### src/rtl/uart_rx_deserializer.sv
// UART receive deserializer: 2-flop synchronizer, oversampled start/data/(parity)/stop framing.
// Build with UART_RX_PARITY_EN defined to add one parity bit between data and stop.
module uart_rx_deserializer #(
  parameter int DATA_BITS  = 8,
  parameter int OVERSAMPLE = 16,
  parameter int PARITY_ODD = 0
) (
  input  logic                 Clk,
  input  logic                 Rst,
  input  logic                 Sample_Tick,
  input  logic                 Rx_In,
  output logic [DATA_BITS-1:0] Rx_Data,
  output logic                 Data_Rdy,
  output logic                 Framing_Err,
  output logic                 Parity_Err,
  output logic                 Busy
);
  localparam int CW = $clog2(OVERSAMPLE);
  localparam int BW = $clog2(DATA_BITS + 1);
  localparam logic [CW-1:0] HALF_M1  = CW'(OVERSAMPLE / 2 - 1);
  localparam logic [CW-1:0] FULL_M1  = CW'(OVERSAMPLE - 1);
  localparam logic [BW-1:0] LAST_BIT = BW'(DATA_BITS - 1);

`ifdef UART_RX_PARITY_EN
  typedef enum logic [2:0] {IDLE, START, DATA, PARITY, STOP, BREAK_WAIT} state_e;
  localparam logic PAR_SENSE = 1'(PARITY_ODD);
`else
  typedef enum logic [2:0] {IDLE, START, DATA, STOP, BREAK_WAIT} state_e;
`endif

  state_e               state_q, state_d;
  logic                 rx_meta_q, rx_s_q;
  logic [CW-1:0]        cnt_q, cnt_d;
  logic [BW-1:0]        bit_q, bit_d;
  logic [DATA_BITS-1:0] shift_q, shift_d;
  logic [DATA_BITS-1:0] rx_data_q, rx_data_d;
  logic                 data_rdy_q, data_rdy_d;
  logic                 framing_err_q, framing_err_d;
`ifdef UART_RX_PARITY_EN
  logic                 parity_err_q, parity_err_d;
  logic                 par_bad_q, par_bad_d;
`endif

  always_ff @(posedge Clk or posedge Rst) begin
    if (Rst) begin
      rx_meta_q     <= 1'b1;
      rx_s_q        <= 1'b1;
      state_q       <= IDLE;
      cnt_q         <= '0;
      bit_q         <= '0;
      shift_q       <= '0;
      rx_data_q     <= '0;
      data_rdy_q    <= 1'b0;
      framing_err_q <= 1'b0;
    end else begin
      rx_meta_q     <= Rx_In;
      rx_s_q        <= rx_meta_q;
      state_q       <= state_d;
      cnt_q         <= cnt_d;
      bit_q         <= bit_d;
      shift_q       <= shift_d;
      rx_data_q     <= rx_data_d;
      data_rdy_q    <= data_rdy_d;
      framing_err_q <= framing_err_d;
    end
  end

`ifdef UART_RX_PARITY_EN
  always_ff @(posedge Clk or posedge Rst) begin
    if (Rst) begin
      parity_err_q <= 1'b0;
      par_bad_q    <= 1'b0;
    end else begin
      parity_err_q <= parity_err_d;
      par_bad_q    <= par_bad_d;
    end
  end
`endif

  // Sampling points are mid-bit: half a bit after the start edge, then every full bit.
  always_comb begin
    state_d       = state_q;
    cnt_d         = cnt_q;
    bit_d         = bit_q;
    shift_d       = shift_q;
    rx_data_d     = rx_data_q;
    data_rdy_d    = 1'b0;
    framing_err_d = 1'b0;
`ifdef UART_RX_PARITY_EN
    parity_err_d  = 1'b0;
    par_bad_d     = par_bad_q;
`endif
    if (Sample_Tick) begin
      unique case (state_q)
        IDLE: begin
          if (!rx_s_q) begin
            state_d = START;
            cnt_d   = '0;
          end
        end
        START: begin
          if (cnt_q == HALF_M1) begin
            cnt_d   = '0;
            bit_d   = '0;
            state_d = rx_s_q ? IDLE : DATA;
          end else begin
            cnt_d = cnt_q + 1'b1;
          end
        end
        DATA: begin
          if (cnt_q == FULL_M1) begin
            cnt_d   = '0;
            shift_d = {rx_s_q, shift_q[DATA_BITS-1:1]};
            bit_d   = bit_q + 1'b1;
            if (bit_q == LAST_BIT) begin
`ifdef UART_RX_PARITY_EN
              state_d = PARITY;
`else
              state_d = STOP;
`endif
            end
          end else begin
            cnt_d = cnt_q + 1'b1;
          end
        end
`ifdef UART_RX_PARITY_EN
        PARITY: begin
          if (cnt_q == FULL_M1) begin
            cnt_d     = '0;
            par_bad_d = rx_s_q ^ (^shift_q) ^ PAR_SENSE;
            state_d   = STOP;
          end else begin
            cnt_d = cnt_q + 1'b1;
          end
        end
`endif
        STOP: begin
          if (cnt_q == FULL_M1) begin
            cnt_d = '0;
            if (!rx_s_q) begin
              framing_err_d = 1'b1;
              state_d       = BREAK_WAIT;
`ifdef UART_RX_PARITY_EN
            end else if (par_bad_q) begin
              parity_err_d = 1'b1;
              state_d      = IDLE;
`endif
            end else begin
              rx_data_d  = shift_q;
              data_rdy_d = 1'b1;
              state_d    = IDLE;
            end
          end else begin
            cnt_d = cnt_q + 1'b1;
          end
        end
        BREAK_WAIT: begin
          if (rx_s_q) state_d = IDLE;
        end
        default: state_d = IDLE;
      endcase
    end
  end

  always_comb begin
    Busy        = (state_q != IDLE);
    Rx_Data     = rx_data_q;
    Data_Rdy    = data_rdy_q;
    Framing_Err = framing_err_q;
  end

`ifdef UART_RX_PARITY_EN
  assign Parity_Err = parity_err_q;
`else
  // Parity sense has no effect without a parity bit on the wire.
  logic unused_parity_sense;
  assign unused_parity_sense = PARITY_ODD[0];
  assign Parity_Err = 1'b0;
`endif

endmodule
### config.mk
export PLATFORM = sky130hd
export DESIGN_NAME = uart_rx_deserializer
export DESIGN_NICKNAME = d
export VERILOG_FILES = /design/src/rtl/uart_rx_deserializer.sv
export SDC_FILE = /design/constraint.sdc
export NUM_CORES = 1
export LEC_CHECK = 0
export ABC_CLOCK_PERIOD_IN_PS = 4800
export CAP_MARGIN = 15
export CORE_MARGIN = 3
export CORE_UTILIZATION = 45
export CTS_CLUSTER_SIZE = 28
export DETAILED_ROUTE_END_ITERATION = 10
export PLACE_DENSITY = 0.63
export SLEW_MARGIN = 20
export SYNTH_ARGS = -nofsm -noshare
export SYNTH_HDL_FRONTEND = slang
export SYNTH_SLANG_ARGS = --single-unit
export TNS_END_PERCENT = 1
### constraint.sdc
create_clock -name Clk -period 4.8 [get_ports Clk]
set_clock_uncertainty 0.2 [all_clocks]
set_input_delay 0.48 -clock Clk [delete_from_list [all_inputs] [get_ports Clk]]
set_output_delay 0.48 -clock Clk [all_outputs]
set_load 0.02 [all_outputs]
* After elaboration in Yosys (flattened, before gate mapping)
Index checks and enable logic that the tools add are counted.
Operators by class: $add $sub $neg 2, equal/unequal tests 13, mux-type cells 24, reductions and logical operators 10
Operator list (number):
- $mux W3 | 7
- $mux W4 | 5
- $pmux W3 S5 | 1
- $ne A2 B2 Y1 const B | 6
- $pmux W4 S3 | 1
- $add A4 B1 Y4 const B | 2
- $eq A4 B3 Y1 const B | 2
- $mux W1 | 8
- $pmux W4 S2 | 1
- $reduce_and A4 Y1 | 2
- $reduce_and A7 Y1 | 1
- $eq A3 B2 Y1 const B | 2
- $reduce_and A3 Y1 | 2
- $reduce_bool A3 Y1 | 2
- $eq A4 B4 Y1 const B | 1
- $eq A3 B1 Y1 const B | 1
- $eq A3 B3 Y1 const B | 1
- $logic_not A3 Y1 | 1
- $mux W2 | 1
- $reduce_bool A2 Y1 | 1
- $reduce_or A2 Y1 | 1
Storage, ports and cells: flip-flop bits (word level) 31, input bits 4, output and inout bits 12, word-level logic and storage cells 58

* Logic depth before layout (Yosys ltp)
Gate-level depths: netlist (run 1).
depth in word-level cells 4, depth in mapped cells 5, depth with buffers taken out 4

* Worst setup path before layout (run 1)
Ideal clock, no wire load.
path kind reg-to-reg, start register cnt_q[0], end register rx_data_q[0], in the netlist Rx_Data[0], library setup time 0.125 ns, arrival time 1.634 ns, data required time 4.475 ns, slack 2.840 ns, stages on the path, launching flop included 6, path buffers 1, clock period less this slack 1.960 ns, cell sequence dfrtp_1 ha_1 nand2_2 or4_1 buf_6 mux2_4
Between the ends: longest elaborated chain between the ends 2
Ends and longest elaborated chain:
- from (decl) | RTL line 33 | logic [CW-1:0] cnt_q, cnt_d;
- from (signal assigned) | RTL line 59 | cnt_q <= cnt_d;
- $eq A4 B4 Y1 | RTL line 138 | if (cnt_q == FULL_M1) begin
- $reduce_and A4 Y1 (no source line)
- to (signal assigned) | RTL line 62 | rx_data_q <= rx_data_d;
- to (decl) | RTL line 36 | logic [DATA_BITS-1:0] rx_data_q, rx_data_d;
Every way passes these cells. A chain may end at the register's enable or synchronous reset.

* Worst setup path in the final report (run 1)
start register state_q[1], end output Busy
Between the ends: longest elaborated chain between the ends 1
Ends and longest elaborated chain:
- from (decl) | RTL line 31 | state_e state_q, state_d;
- from (signal assigned) | RTL line 58 | state_q <= state_d;
- $reduce_bool A3 Y1 | RTL line 166 | Busy = (state_q != IDLE);
- to (decl) | RTL line 16 | output logic Busy
Every way passes these cells.

==> impl_metrics.tcl, run 1 <==
set metrics [dict create \
    nets 135 \
    place_area_mm2 0.001607 \
    antenna_cells 0 \
    dpl_worst_slack_ns 2.137 \
    routedWlPerCell_um 14.29 \
    synth.distinct_cells 42 \
    clkTransAtPathRegs_ns 0.10 \
    stdcell_area_mm2 0.001667 \
    cp-end-kind "output pin" \
    cts-root-buf "clkbuf_4" \
    tns_ns 0 \
    cts_made_buffers 5 \
    wl_mm 2.487 \
    start_util 0.4768 \
    ys_seq_area_frac 0.5303 \
    synth_edf_count 0 \
    ioPinCount 16 \
    grt_pass1_vias 894 \
    grt_antenna_before_repair 0 \
    ys_ff_latch 31 \
    fin_ws_ns 2.331 \
    clock_sinks 31 \
    grt_start_max_net_pins 32 \
    required_ns 4.12 \
    maxUsedRoutingLayer "met4" \
    utilization 0.5415 \
    cts_hold_buffers 0 \
    die_area_mm2 0.003983 \
    drc 0 \
    die-height_um 63.11 \
    setup_viol 0 \
    syn-num-nets 121 \
    place.gp.congestion 0.7865 \
    cts_tree "built" \
    via_per_inst 5.253 \
    numPortBuffers 14 \
    slowest_delay_ns 0.54 \
    crit_family "buffers and inverters" \
    clkLatencyLatePin_ns 0.33 \
    period_share 0.5143 \
    h-tree-depth 2 \
    drtIter0Drc 34 \
    drive_above_1_share 0.2462 \
    synth_ff_type "dfrtp_1" \
    tightest_slew_ns 0.7413 \
    synthArstFlopShare 1.000 \
    clockBufferDepth 2 \
    die_x_um 63.11 \
    worstPathCellList "or3_1 > clkdlybuf4s50_1" \
    p_leak_nw 0.7863 \
    status "completed" \
    antenna_left 0 \
    hp-class "register to register" \
    critPathLaunchType "register" \
    place_hpwl_mm 1.718 \
    fp-row-count 20 \
    post_cts_buffers 0 \
    path_buf_inv 1 \
    vias 914 \
    report.final.slew_viol_count 0 \
    area_delta_synth_final_pct 13.56 \
    powerDensity_mw_per_mm2 362.3 \
    critical_path_class "register to output pin" \
    cp.arrival_ns 1.79 \
    grt_pass1_wl_mm 4.312 \
    grt_usage 0.1411 \
    dr.pass1.iters 4 \
    synth_cells 115 \
    ys_warn_count 0 \
    wl_met3_um 114 \
    maxCapViolCount 0 \
    syn-cell-area_mm2 0.001468 \
    core_mm2 0.003078 \
    hold_viol 0 \
    grt-ovfl-total 0 \
    irDropWorstVdd_v 0.0001777 \
    critPathSlowestCell "clkdlybuf4s50_1" \
    fmax_ghz 0.4050 \
    power_mw 0.6038 \
    syn_area_per_cell_um2 12.76 \
    wl_met2_mm 1.059 \
    rsz0062_at_grt "false" \
    cts_resized 0 \
    wl_met1_mm 1.276 \
    critical_path_peak_fanout 13 \
    slew-limit-headroom 0.5047 \
    min_period_ns 2.469 \
]
## synth_stat cells (2+ instances only)
cell	count	area share
nand2_1	2	0.0051
dfrtp_1	29	0.49
a22o_1	3	0.018
a21oi_1	4	0.014
ha_1	2	0.017
nor3b_1	2	0.010
nor2b_1	2	0.0085
mux2_4	8	0.082
buf_6	3	0.023
mux2_2	10	0.077
and3_1	2	0.0085
inv_1	5	0.013
o2bb2ai_1	2	0.012
a31oi_1	6	0.026
nand3b_1	2	0.010
buf_2	3	0.010
nand2b_1	3	0.013
dfstp_2	2	0.036
nor2_1	2	0.0051
## per-layer routing
| metal | vias to the layer above | global-route usage |
|---|---|---|
| met4 | 0 | 0.06612 |
| met5 | - | 0 |
| li1 | 445 | - |
| met1 | 449 | 0.1949 |
| met3 | 4 | 0.04813 |
| met2 | 16 | 0.1976 |
## sequential cells by signal, indices dropped and copies added (netlist names)
name	cells
Data_Rdy	1
Framing_Err	1
Rx_Data	8
bit_q	4
cnt_q	4
rx_meta_q	1
rx_s_q	1
shift_q	8
state_q	3
## stage by stage
| stage | instances | hold slack [ns] |
|---|---|---|
| 2_1_floorplan | 115 | 0.1452 |
| 6_report | 174 | 0.1595 |
| 5_1_grt | 174 | 0.1738 |
| 3_3_place_gp | 166 | 0.1465 |
| 3_5_place_dp | 166 | 0.1476 |
| 4_1_cts | 174 | 0.1605 |
## path summary, 6_finish.rpt
kind | start | to | slack [ns] | cells past startpoint
setup / recovery | state_q[1]$_DFFE_PP0P_ | Busy | 2.33 | 2
hold / removal | rx_meta_q$_DFF_PP1_ | rx_s_q$_DFF_PP1_ | 0.16 | 0
setup reg to reg | state_q[1]$_DFFE_PP0P_ | shift_q[0]$_DFFE_PP0P_ | 2.41 | 3
hold reg to reg | rx_meta_q$_DFF_PP1_ | rx_s_q$_DFF_PP1_ | 0.16 | 0
max in group asynchronous | Rst | bit_q[2]$_DFFE_PP0P_ | 3.64 | 2
min in group asynchronous | Rst | Rx_Data[1]$_DFFE_PP0P_ | 0.34 | 2
## cell type report
class | instances | area [µm²]
Sequential cell | 31 | 778.2
Inverter | 5 | 18.77
Timing Repair Buffer | 14 | 140.1
Fill cell | 278 | 1411
Tap cell | 44 | 55.05
Multi-Input combinational cell | 72 | 614.3
Clock inverter | 1 | 5.005
Clock buffer | 7 | 55.05
## logic make-up after synthesis
| kind of cell | Yosys count | share of synthesized area |
|---|---|---|
| DFF | 31 | 0.5303 |
| AOI/OAI and AO/OA | 21 | 0.1032 |
| muxes | 19 | 0.1654 |
| xor gates and xnor gates | 1 | 0.005969 |
| buffers and inverters | 12 | 0.05115 |
| other | 1 | 0.002555 |
| and+or+nand+nor | 28 | 0.1245 |
| adders and majority gates | 2 | 0.01705 |
## where the power goes
part           leakage (nW)  switching, mW  internal [mW]  total (mW)
Sequential            0.406         0.0399          0.285       0.325
Clock                0.0353         0.0868         0.0709       0.158
Combinational         0.345         0.0613         0.0599       0.121
## cells in the final DEF, fill, tap and decap left out, types with 2 or more instances in the layout
cell and instances:
a21oi_1 4, a22o_1 3, a31oi_1 6, and3_1 2
clkbuf_4 5, clkdlybuf4s50_1 14, dfrtp_1 29, dfstp_2 2
ha_1 2, inv_1 4, mux2_2 10, mux2_4 8
nand2_1 2, nand2b_1 3, nand3b_1 2, nor2_1 2
nor2b_1 2, nor3b_1 2, o2bb2ai_1 2
No activity file was read; power rests on OpenSTA's default activity.
==> inputs of run 2 (changes only) <==
--- a/config.mk
+++ b/config.mk
@@ -5,7 +5,7 @@
 export SDC_FILE = /design/constraint.sdc
 export NUM_CORES = 1
 export LEC_CHECK = 0
-export ABC_CLOCK_PERIOD_IN_PS = 4800
+export ABC_CLOCK_PERIOD_IN_PS = 2400
 export CAP_MARGIN = 15
 export CORE_MARGIN = 3
 export CORE_UTILIZATION = 45
==> constraint.sdc (replaced) <==
create_clock -name Clk -period 2.4 [get_ports Clk]
set_clock_uncertainty 0.2 [all_clocks]
set_input_delay 0.24 -clock Clk [delete_from_list [all_inputs] [get_ports Clk]]
set_output_delay 0.24 -clock Clk [all_outputs]
set_load 0.02 [all_outputs]
==> run 2 against run 1 <==
  * Sequential share of layout area is 0.62 points lower
  * Sequential cell count did not move
  * Routed wire length fell by 0.80%
  * Critical path depth stayed put
  * Die area unchanged
  * Largest cell class unchanged
  * Clock power grew 98%
  * Combinational power up 110%
  * Worst hold slack worse by 0.11 ns
  * Utilization increased by 0.73 points
  * Cell area rose by 1.4%
  * Critical path type unchanged
==> impl_metrics.tcl, run 2 (synthesis results as in run 1) <==
set metrics [dict create \
    place_area_mm2 0.001629 \
    vias 904 \
    hold_viol 0 \
    cp-end-kind "output pin" \
    grt-ovfl-total 0 \
    grt_pass1_wl_mm 4.264 \
    via_per_inst 5.107 \
    numPortBuffers 14 \
    grt_antenna_before_repair 0 \
    tns_ns 0 \
    nets 138 \
    place_hpwl_mm 1.730 \
    hp-class "input port to async pin" \
    core_mm2 0.003078 \
    area_delta_synth_final_pct 15.09 \
    grt_start_max_net_pins 19 \
    wl_mm 2.467 \
    setup_viol 0 \
    irDropWorstVdd_v 0.0004367 \
    rrSetupSlack_ns 0.29 \
    p_leak_nw 0.8007 \
    cp.arrival_ns 1.78 \
    die-height_um 63.11 \
    die_area_mm2 0.003983 \
    report.final.slew_viol_count 0 \
    cts_made_buffers 5 \
    drive_above_1_share 0.2556 \
    clock_sinks 31 \
    period_share 0.9261 \
    routedWlPerCell_um 13.94 \
    grt_usage 0.1414 \
    ioPinCount 16 \
    final_cell_mix "29 x dfrtp_1, 14 x clkdlybuf4s50_1, 10 x mux2_2, 8 x mux2_4, 6 x a31oi_1" \
    post_cts_buffers 0 \
    critical_path_peak_fanout 13 \
    die_x_um 63.11 \
    powerDensity_mw_per_mm2 715.9 \
    antenna_cells 0 \
    r2r-start "cnt_q[0]$_DFFE_PP0P_" \
    tightest_slew_ns 0.5702 \
    place.gp.congestion 0.7672 \
    path_buf_inv 1 \
    dr.pass1.iters 4 \
    r2r-end "Rx_Data[7]$_DFFE_PP0P_" \
    cts-root-buf "clkbuf_4" \
    stdcell_area_mm2 0.001689 \
    grt_pass1_vias 909 \
    critical_path_class "register to output pin" \
    rsz0062_at_grt "false" \
    h-tree-depth 2 \
    clkLatencyLatePin_ns 0.33 \
    start_util 0.4768 \
    slowest_delay_ns 0.54 \
    min_period_ns 2.223 \
    reg2reg_depth 5 \
    cts_resized 0 \
    drc 0 \
    crit_family "buffers and inverters" \
    fmax_ghz 0.4499 \
    required_ns 1.96 \
    maxCapViolCount 0 \
    clockBufferDepth 2 \
    critPathSlowestCell "clkdlybuf4s50_1" \
    slew-limit-headroom 0.6194 \
    cts_tree "built" \
    final_common_cell "dfrtp_1" \
    clkTransAtPathRegs_ns 0.09 \
    fp-row-count 20 \
    antenna_left 0 \
    status "completed" \
    worstPathCellList "or3_1 > clkdlybuf4s50_1" \
    critPathLaunchType "register" \
    cts_hold_buffers 0 \
    drtIter0Drc 40 \
]
run 2: changes by cell type in the layout (fill, tap and decap cells not counted), sizes merged:
cell / before / now
buf: 0 / 3
run 2: worst reg2reg max path, cell delays in order, from the launching register on:
cell	delay [ns]
dfrtp_1	0.40
ha_1	0.28
nand2_2	0.11
or4_1	0.51
buf_4	0.20
mux2_4	0.30
run 2: power breakdown:
part	internal, mW	switching, mW
combinational	0.128	0.122
sequential	0.570	0.0763
clock	0.142	0.171
run 2: final cells by class:
type                    instances  area (µm²)
clock buffers                   7       55.05
clock inverters                 1       5.005
fillers                       278        1389
inverters                       5       18.77
multi-input cells              72       614.3
flip-flops and latches         31       778.2
well taps                      44       55.05
repair buffers                 17       162.7
run 2: how the worst max path moves through the flow:
stage | startpoint | endpoint | slack [ns] | cells after the start
floorplan | cnt_q[0]$_DFFE_PP0P_ | Rx_Data[0]$_DFFE_PP0P_ | 0.44 | 5
global placement | Sample_Tick | Rx_Data[3]$_DFFE_PP0P_ | 0.19 | 5
detailed placement | Sample_Tick | Rx_Data[1]$_DFFE_PP0P_ | 0.17 | 5
CTS | state_q[1]$_DFFE_PP0P_ | Busy | 0.17 | 2
global route | state_q[1]$_DFFE_PP0P_ | Busy | 0.10 | 2
finish | state_q[1]$_DFFE_PP0P_ | Busy | 0.18 | 2
run 2: routing by layer:
layer	global-route usage	vias to the layer above	share of wire
met5	0	-	0
met4	0.09091	0	0.024
met3	0.03743	6	0.038
met2	0.1924	14	0.43
met1	0.1972	429	0.50
li1	-	455	-
run 2: through the flow:
stage,util,hold slack [ns],setup slack [ns],power (mW),cells
floorplan,-,0.04448,0.4405,0.8504,115
global placement,0.5293,0.1461,0.1891,0.8959,169
detailed placement,0.5293,0.1498,0.1650,0.9039,169
CTS,0.5488,0.06354,0.1680,1.219,177
global route,0.5488,0.08299,0.1017,1.291,177
finish,0.5488,0.05426,0.1772,1.209,177
==> inputs of run 3 (changes only) <==
--- a/config.mk
+++ b/config.mk
@@ -5,9 +5,7 @@
 export SDC_FILE = /design/constraint.sdc
 export NUM_CORES = 1
 export LEC_CHECK = 0
-export ABC_CLOCK_PERIOD_IN_PS = 2400
 export CAP_MARGIN = 15
-export CORE_MARGIN = 3
 export CORE_UTILIZATION = 45
 export CTS_CLUSTER_SIZE = 28
 export DETAILED_ROUTE_END_ITERATION = 10
==> run 3 against run 2 <==
  * Worst hold slack improved by 0.013 ns
  * Routed wire length down 2.5%
  * Worst setup slack better by 0.013 ns
  * Global-route usage grew 3.0 points
  * Critical endpoint unchanged
==> impl_metrics.tcl, run 3 (synthesis results as in run 1) <==
set metrics [dict create \
    critical_path_peak_fanout 13 \
    dp.cells 170 \
    grt_start_max_net_pins 32 \
    critical_path.startpoint "state_q[1]$_DFFE_PP0P_" \
    min_period_ns 2.210 \
    drc 0 \
    cts_tree "built" \
    r2r-end "Rx_Data[1]$_DFFE_PP0P_" \
    seqCellArea_um2 778.2 \
    slowest_delay_ns 0.54 \
    hold_viol 0 \
    fin_ws_ns 0.1898 \
    wl_met3_um 93 \
    vias 932 \
    worstPathCellList "or3_1 > clkdlybuf4s50_1" \
    rsz0062_at_grt "false" \
    cts_hold_buffers 0 \
    critical_path_class "register to output pin" \
    core_mm2 0.003078 \
    powerDensity_mw_per_mm2 769.3 \
    required_ns 1.96 \
    crit_cells 2 \
    status "completed" \
    cts_made_buffers 5 \
    clockBufferDepth 2 \
    clkTransAtPathRegs_ns 0.10 \
    setup_viol 0 \
    power_mw 1.325 \
    cts-root-buf "clkbuf_4" \
    cts_resized 0 \
    start_util 0.4768 \
    rrSetupSlack_ns 0.27 \
    critPathSlowestCell "clkdlybuf4s50_1" \
    wl_met2_mm 1.059 \
    grt_antenna_before_repair 0 \
    dpl_worst_slack_ns 0.2306 \
    post_cts_buffers 0 \
    p_leak_nw 0.8185 \
    place_hpwl_mm 1.667 \
    path_buf_inv 1 \
    nets 139 \
    utilization 0.5598 \
    place_area_mm2 0.001637 \
    numPortBuffers 14 \
    r2r-start "cnt_q[0]$_DFFE_PP0P_" \
    clkLatencyLatePin_ns 0.33 \
    clock_sinks 31 \
    grt_pass1_wl_mm 4.236 \
    fp-row-count 20 \
    cp-end-kind "output pin" \
    die_x_um 59.11 \
    stdcell_area_mm2 0.001723 \
    irDropWorstVdd_v 0.0005855 \
    routedWlPerCell_um 13.51 \
    maxCapViolCount 0 \
    final_cell_mix "29 x dfrtp_1, 14 x clkdlybuf4s50_1, 10 x mux2_2, 8 x mux2_4, 6 x a31oi_1" \
    holdWs_ns 0.06726 \
    final_common_cell "dfrtp_1" \
    crit_path_end "Busy" \
    cp.arrival_ns 1.77 \
    period_share 0.9209 \
    report.final.slew_viol_count 0 \
    wl_met1_mm 1.239 \
    critPathLaunchType "register" \
    fill_cells 288 \
    area_delta_synth_final_pct 17.39 \
    final_cell_count_no_fill 178 \
    hp-class "input port to async pin" \
    die-height_um 59.11 \
    die_area_mm2 0.003494 \
    via_per_inst 5.236 \
    grt_usage 0.1712 \
    maxUsedRoutingLayer "met4" \
    drive_above_1_share 0.2687 \
    dr.pass1.iters 2 \
    grt-ovfl-total 0 \
    tns_ns 0 \
    antenna_cells 0 \
    fmax_ghz 0.4524 \
    antenna_left 0 \
    drtIter0Drc 25 \
    wl_mm 2.405 \
    grt_pass1_vias 913 \
    ioPinCount 16 \
    h-tree-depth 2 \
    crit_family "buffers and inverters" \
    multiInputGateArea_um2 614.3 \
    place.gp.congestion 0.7401 \
    reg2reg_depth 5 \
]
## run 3: cell types whose count changed in the layout (fill, tap and decap cells not counted), sizes merged
cell	delta
buf	+1
bufinv	+1
clkbuf	-1
## run 3: layout make-up
type                    instances  share of cell area
repair buffers                 18             0.09877
well taps                      44             0.03195
flip-flops and latches         31              0.4517
inverters                       5             0.01089
clock buffers                   6             0.02977
multi-input cells              72              0.3566
clock inverters                 2             0.02033
## run 3: how the worst min path moves through the flow
stage	cells past startpoint	slack [ns]	from	to
2_1_floorplan	0	0.04	Rx_In	rx_meta_q$_DFF_PP1_
3_3_place_gp	0	0.15	rx_meta_q$_DFF_PP1_	rx_s_q$_DFF_PP1_
3_5_place_dp	0	0.15	rx_meta_q$_DFF_PP1_	rx_s_q$_DFF_PP1_
6_report	3	0.07	Rst	shift_q[3]$_DFFE_PP0P_
5_1_grt	3	0.08	Rst	shift_q[3]$_DFFE_PP0P_
4_1_cts	3	0.08	Rst	Rx_Data[2]$_DFFE_PP0P_
## run 3: where the power goes
part / switching [mW] / leakage, nW / internal, mW / total [mW]
logic: 0.122 / 0.364 / 0.129 / 0.251
registers: 0.0779 / 0.406 / 0.570 / 0.648
clock network: 0.180 / 0.0482 / 0.246 / 0.426
## run 3: worst register-to-register path, stage by stage, from the launching register on
cell and delay [ns]:
dfrtp_1 0.41, ha_1 0.28, nand2_2 0.11, or4_1 0.51
buf_4 0.21, mux2_4 0.31
## run 3: per-layer routing
metal,vias up,global-route usage
met5,-,0
met4,0,0.07143
met2,14,0.2370
met1,466,0.2342
met3,2,0.07205
li1,450,-
